### config.mk
export PLATFORM = sky130hd
export DESIGN_NAME = instr_feeder
export DESIGN_NICKNAME = d
export VERILOG_FILES = /design/src/rtl/i2o2_pkg.sv /design/src/rtl/key_debounce.sv /design/src/rtl/instr_feeder.sv
export SDC_FILE = /design/constraint.sdc
export NUM_CORES = 1
export LEC_CHECK = 0
export ABC_CLOCK_PERIOD_IN_PS = 4610
export CORE_MARGIN = 2
export CORE_UTILIZATION = 55
export DETAILED_ROUTE_END_ITERATION = 8
export GPL_TIMING_DRIVEN = 1
export PLACE_DENSITY = 0.89
export SYNTH_ARGS = -nofsm -noshare
export SYNTH_HDL_FRONTEND = slang
export SYNTH_SLANG_ARGS = --single-unit
export TNS_END_PERCENT = 1
### constraint.sdc
create_clock -name clock -period 4.61 [get_ports clock]
set_clock_uncertainty 0.2 [all_clocks]
set_input_delay 0.922 -clock clock [delete_from_list [all_inputs] [get_ports clock]]
set_output_delay 0.922 -clock clock [all_outputs]
set_load 0.01 [all_outputs]
### src/rtl/i2o2_pkg.sv
// -----------------------------------------------------------------------------
// i2o2_pkg
// Shared definitions for the instruction-entry front end.
//   WORD_W      : width of an instruction word and of the PC tag
//   db_state_t  : key debounce FSM state encoding
//   pc_next     : PC tag successor (wraps 0xFFFF -> 0x0000)
// -----------------------------------------------------------------------------
package i2o2_pkg;

    localparam int WORD_W = 16;

    typedef enum logic [1:0] {
        DB_IDLE         = 2'd0,
        DB_PRESS_WAIT   = 2'd1,
        DB_HELD         = 2'd2,
        DB_RELEASE_WAIT = 2'd3
    } db_state_t;

    // Natural modulo-2^WORD_W increment; the carry out is simply dropped.
    function automatic logic [WORD_W-1:0] pc_next(input logic [WORD_W-1:0] pc);
        return pc + 1'b1;
    endfunction

endpackage

### src/rtl/key_debounce.sv
// -----------------------------------------------------------------------------
// key_debounce
// Synchronizes the raw push-button and switch bank, then debounces the button
// with a four-state FSM. Emits a single-cycle accept pulse per press.
// Ports:
//   clock    in   single clock, all state on posedge
//   reset_n  in   asynchronous active-low reset
//   key_n    in   raw active-low push-button (asynchronous, bouncing)
//   sw       in   raw switch bank (asynchronous)
//   sw_sync  out  switch bank after 2-flop synchronizer
//   accept   out  one-cycle pulse on PRESS_WAIT -> HELD
// -----------------------------------------------------------------------------
import i2o2_pkg::*;

module key_debounce #(
    parameter int DEBOUNCE_CYCLES = 1000
) (
    input  logic              clock,
    input  logic              reset_n,
    input  logic              key_n,
    input  logic [WORD_W-1:0] sw,
    output logic [WORD_W-1:0] sw_sync,
    output logic              accept
);

    localparam int CNT_W = $clog2(DEBOUNCE_CYCLES + 1);
    localparam logic [CNT_W-1:0] CNT_LAST = CNT_W'(DEBOUNCE_CYCLES - 1);

    logic              key_p0;
    logic              key_p1;
    logic [WORD_W-1:0] sw_p0;
    logic [WORD_W-1:0] sw_p1;

    db_state_t         state;
    db_state_t         state_nxt;
    logic [CNT_W-1:0]  cnt;
    logic [CNT_W-1:0]  cnt_nxt;

    // ---- stage p0/p1: two-flop synchronizers (key idles released = 1) ----
    always_ff @(posedge clock or negedge reset_n) begin
        if (!reset_n) begin
            key_p0 <= 1'b1;
            key_p1 <= 1'b1;
            sw_p0  <= '0;
            sw_p1  <= '0;
        end else begin
            key_p0 <= key_n;
            key_p1 <= key_p0;
            sw_p0  <= sw;
            sw_p1  <= sw_p0;
        end
    end

    assign sw_sync = sw_p1;

    // ---- debounce FSM state register ----
    always_ff @(posedge clock or negedge reset_n) begin
        if (!reset_n) begin
            state <= DB_IDLE;
            cnt   <= '0;
        end else begin
            state <= state_nxt;
            cnt   <= cnt_nxt;
        end
    end

    // cnt holds the number of consecutive qualifying samples already seen in
    // the current wait state; the DEBOUNCE_CYCLES-th one causes the transition.
    always_comb begin
        state_nxt = state;
        cnt_nxt   = cnt;
        accept    = 1'b0;
        case (state)
            DB_IDLE: begin
                if (!key_p1) begin
                    state_nxt = DB_PRESS_WAIT;
                    cnt_nxt   = '0;
                end
            end
            DB_PRESS_WAIT: begin
                if (key_p1) begin
                    state_nxt = DB_IDLE;
                    cnt_nxt   = '0;
                end else if (cnt == CNT_LAST) begin
                    state_nxt = DB_HELD;
                    cnt_nxt   = '0;
                    accept    = 1'b1;
                end else begin
                    cnt_nxt = cnt + 1'b1;
                end
            end
            DB_HELD: begin
                if (key_p1) begin
                    state_nxt = DB_RELEASE_WAIT;
                    cnt_nxt   = '0;
                end
            end
            DB_RELEASE_WAIT: begin
                if (!key_p1) begin
                    // Bounce during release: back to HELD, no new accept.
                    state_nxt = DB_HELD;
                    cnt_nxt   = '0;
                end else if (cnt == CNT_LAST) begin
                    state_nxt = DB_IDLE;
                    cnt_nxt   = '0;
                end else begin
                    cnt_nxt = cnt + 1'b1;
                end
            end
            default: begin
                state_nxt = DB_IDLE;
                cnt_nxt   = '0;
            end
        endcase
    end

endmodule

### src/rtl/instr_feeder.sv
// -----------------------------------------------------------------------------
// instr_feeder
// Captures the switch bank as an instruction word on each debounced press of
// KEY[0], buffers it in a small FIFO and offers it to the fetch stage with a
// valid/ready handshake, tagging each head word with a running PC.
// Ports:
//   clock          in   single clock
//   reset_n        in   asynchronous active-low reset
//   key0_n         in   raw push-button, active low
//   sw             in   raw switches holding the word to enter
//   palavra        out  FIFO head word (0 when empty)
//   palavra_valid  out  head word is undelivered
//   palavra_ready  in   fetch stage takes the head this cycle
//   pc_tag         out  PC associated with the head word
//   fifo_count     out  number of buffered words
//   overflow       out  sticky: a press was dropped on a full FIFO
// -----------------------------------------------------------------------------
import i2o2_pkg::*;

module instr_feeder #(
    parameter int DEBOUNCE_CYCLES = 1000,
    parameter int FIFO_DEPTH      = 4
) (
    input  logic                          clock,
    input  logic                          reset_n,
    input  logic                          key0_n,
    input  logic [WORD_W-1:0]             sw,
    output logic [WORD_W-1:0]             palavra,
    output logic                          palavra_valid,
    input  logic                          palavra_ready,
    output logic [WORD_W-1:0]             pc_tag,
    output logic [$clog2(FIFO_DEPTH):0]   fifo_count,
    output logic                          overflow
);

    localparam int PTR_W = $clog2(FIFO_DEPTH);
    localparam int CNT_W = PTR_W + 1;
    localparam logic [CNT_W-1:0] CNT_FULL = CNT_W'(FIFO_DEPTH);

    logic [WORD_W-1:0] sw_sync;
    logic              accept;

    logic [WORD_W-1:0] mem [FIFO_DEPTH];
    logic [PTR_W-1:0]  wr_ptr;
    logic [PTR_W-1:0]  rd_ptr;

    logic              full;
    logic              pop;
    logic              push;
    logic              drop;

    key_debounce #(
        .DEBOUNCE_CYCLES (DEBOUNCE_CYCLES)
    ) u_key_debounce (
        .clock   (clock),
        .reset_n (reset_n),
        .key_n   (key0_n),
        .sw      (sw),
        .sw_sync (sw_sync),
        .accept  (accept)
    );

    assign palavra_valid = (fifo_count != '0);
    assign full          = (fifo_count == CNT_FULL);
    assign pop           = palavra_valid && palavra_ready;
    // A simultaneous pop frees the slot the accepted word needs, so a full
    // FIFO only drops when nothing leaves in the same cycle.
    assign push          = accept && (!full || pop);
    assign drop          = accept && full && !pop;

    // Head is masked when empty so stale storage never shows on palavra.
    assign palavra = palavra_valid ? mem[rd_ptr] : '0;

    // ---- storage write (data path, not reset) ----
    always_ff @(posedge clock) begin
        if (push) begin
            mem[wr_ptr] <= sw_sync;
        end
    end

    // ---- FIFO control, PC tag and overflow flag ----
    always_ff @(posedge clock or negedge reset_n) begin
        if (!reset_n) begin
            wr_ptr     <= '0;
            rd_ptr     <= '0;
            fifo_count <= '0;
            pc_tag     <= '0;
            overflow   <= 1'b0;
        end else begin
            // Pointers wrap naturally: FIFO_DEPTH is a power of two.
            if (push) begin
                wr_ptr <= wr_ptr + 1'b1;
            end
            if (pop) begin
                rd_ptr <= rd_ptr + 1'b1;
                pc_tag <= pc_next(pc_tag);
            end
            case ({push, pop})
                2'b10:   fifo_count <= fifo_count + 1'b1;
                2'b01:   fifo_count <= fifo_count - 1'b1;
                default: fifo_count <= fifo_count;
            endcase
            if (drop) begin
                overflow <= 1'b1;
            end
        end
    end

endmodule

==> impl_metrics.toml <==
[status]
outcome = "completed"

[sta]
finalHoldViolations = 0
fmax_mhz = 276.3
fin_tns_setup_ns = 0
layout_min_cycle_time_ns = 3.620
report.final.slew_viol_count = 0
final.setup.worst_slack_ns = 0.9902
rsz0062_at_grt = "false"
worstMarginPinSlew_ns = 0.8420
fin_crit_sh_pct = 78.52
setup_viol = 0
slew-limit-headroom_pct = 43.86

[clock_network]
clk-insertion-delay-late_ns = 0.51
root_buffer = "clkbuf_8"
path_clk_slew_ns = 0.06
clock_sinks = 134
cts-buffers-inserted = 17
cts_tree = "built"
post_cts_buffers = 0
post_cts_resized = 0
cts_hold_buf = 0
clock_tree.buffer_depth = 2
htreeDepth = 4

[grt]
grt_usage_pct = 19.69
grt_pass1_vias = 2886
busiest_layer = "met2"
met3_usage_pct = 4.596
grt_pass1_wl_um = 14630
grt_antenna_before_repair = 0
grt_max_degree = 51
use_met1_pct = 23.31
grt_util_met2_pct = 34.18
overflow = 0

[logic_synthesis]
synth_flop_cell = "dfrtp_1"
synth-seq-cells = 134
ys.warnings.count = 0
synth_cell_types = 41
syn_inst = 305
async_flop_share_pct = 52.24
syn_nets = 332
synth_area_sq_um = 5096
ys_seq_area_share_pct = 72.13
syn_area_per_cell_sq_um = 16.71
synth_edf_count = 64

[place]
portBuffers = 56
gp_congestion = 0.7447
dp_slack_ns = 1.166
dp.final_hpwl_um = 5529

[worst_setup_path]
critical_path_peak_fanout = 17
critical_path_class = "flop to output pin"
critPathLaunchType = "flop"
end_kind = "output pin"
critPathRequiredTime_ns = 3.49
arrival_ns = 2.50

[floorplanning]
rows = 35
io_pins = 57
core_area_sq_um = 9109
die_y_um = 100.3
start_util_pct = 55.95
die_w_um = 100.3
die-area_sq_um = 10050

[power_and_ir_drop]
irDropWorstVdd_mv = 0.3405
p_leak_nw = 2.470
powerDensity_nw_per_um2 = 579.7
finalPower_mw = 3.691

[cells_and_area]
fillers = 567
fin_nets = 402
fin_util_pct = 69.90
layout_commonest_cell = "dfrtp_1"
antenna_cells = 0
drive_above_1_share_pct = 15.46
mostFrequentLayoutCells = "68 x dfrtp_1, 64 x edfxtp_1, 55 x clkdlybuf4s50_1"
syn2layout_area_growth_pct = 24.94

[hold_path]
hp-class = "flop to flop"

[route]
wire_per_inst_um = 18.22
drtIter0Drc = 125
antenna_left = 0
drcViolationCount = 0
vias = 2771
drt-vias-per-instance = 5.553
routed_wl_um = 9092
firstDrtPassIters = 4

[flow_run]
maxCapViolations = 0
critical path, stage by stage (launching register included):
cell             delay (ns)
dfrtp_1                0.87
mux4_2                 0.36
nor2b_1                0.18
clkdlybuf4s50_1        0.56
stage by stage:
step           hold slack [ns]  instances  cell area, sq um
2_1_floorplan           0.1312        305              5096
3_3_place_gp            0.1342        467              5776
3_5_place_dp            0.1358        467              5776
4_1_cts                 0.1464        499              6367
5_1_grt                 0.1484        499              6367
6_report                0.1429        499              6367
cells in the mapped netlist, types with 2 or more instances:
library cell  instances  area, sq um
buf_2                 4        20.02
clkbuf_1              3        11.26
nor2b_1              17        106.4
and4_1                3        26.28
ha_1                  6        75.07
nand4_1               7        43.79
o21ai_1               4        20.02
mux4_2               16        360.4
mux2i_1               5        50.05
nor2_1                7        26.28
dfstp_2               2        52.55
and3_1                5        31.28
nand2_1              11        41.29
inv_1                11        41.29
nand3_1               7        35.03
or3_1                 3        18.77
o21ai_0               4        20.02
nor3_1                3        15.01
mux2_1                2        22.52
xnor2_1              12        105.1
a21oi_1               8        40.04
xor2_1               11        96.34
edfxtp_1             64         1922
or3b_1                2        17.52
and2_1                5        31.28
dfrtp_1              68         1702
final timing paths:
check,start,end,slack (ns),cells after the start
min,u_key_debounce.sw_p0[7],u_key_debounce.sw_sync[7],0.14,0
max in group asynchronous,reset_n,u_key_debounce.sw_sync[4],3.04,2
min reg2reg,u_key_debounce.sw_p0[7],u_key_debounce.sw_sync[7],0.14,0
max,rd_ptr[1],palavra[11],0.99,3
max reg2reg,u_key_debounce.cnt[4],mem[0][4],1.77,4
min in group asynchronous,reset_n,u_key_debounce.sw_sync[1],0.16,1
final cells by class:
class / count / area (sq um) / area share, %
flip-flops and latches: 134 / 3676 / 57.73
multi-input cells: 152 / 1341 / 21.07
repair buffers: 59 / 578.1 / 9.078
clock buffers: 18 / 427.9 / 6.720
clock inverters: 14 / 163.9 / 2.574
well taps: 111 / 138.9 / 2.181
inverters: 11 / 41.29 / 0.6485
kinds of logic after synthesis:
logic type,share of synthesized area (%)
flip-flops,72.13
buffers and inverters,1.645
AND/OR/NAND/NOR,8.986
multiplexers,8.495
XOR/XNOR,3.953
adder cells (fa/ha/maj),1.866
AO/OA/AOI/OAI,2.922
metal layers:
layer / up-vias / share of wire, %
li1: 1263 / -
met1: 1432 / 42
met2: 60 / 53
met3: 16 / 3.2
met4: 0 / 2.0
met5: - / 0
power by group:
group / internal [mW] / switching [mW]
combinational: 0.510 / 0.382
clock: 0.800 / 0.523
sequential: 1.34 / 0.137
sequential cells by signal, summed over array words and instances, names as in the netlist, named ones only:
| signal | flops |
|---|---|
| u_key_debounce.state | 1 |
| u_key_debounce.sw_p0 | 16 |
| u_key_debounce.key_p0 | 1 |
| u_key_debounce.key_p1 | 1 |
| mem | 64 |
| wr_ptr | 2 |
| pc_tag | 16 |
| fifo_count | 3 |
| overflow | 1 |
| u_key_debounce.cnt | 10 |
| u_key_debounce.sw_sync | 16 |
| rd_ptr | 2 |
Power figures use the tool's default switching activity.
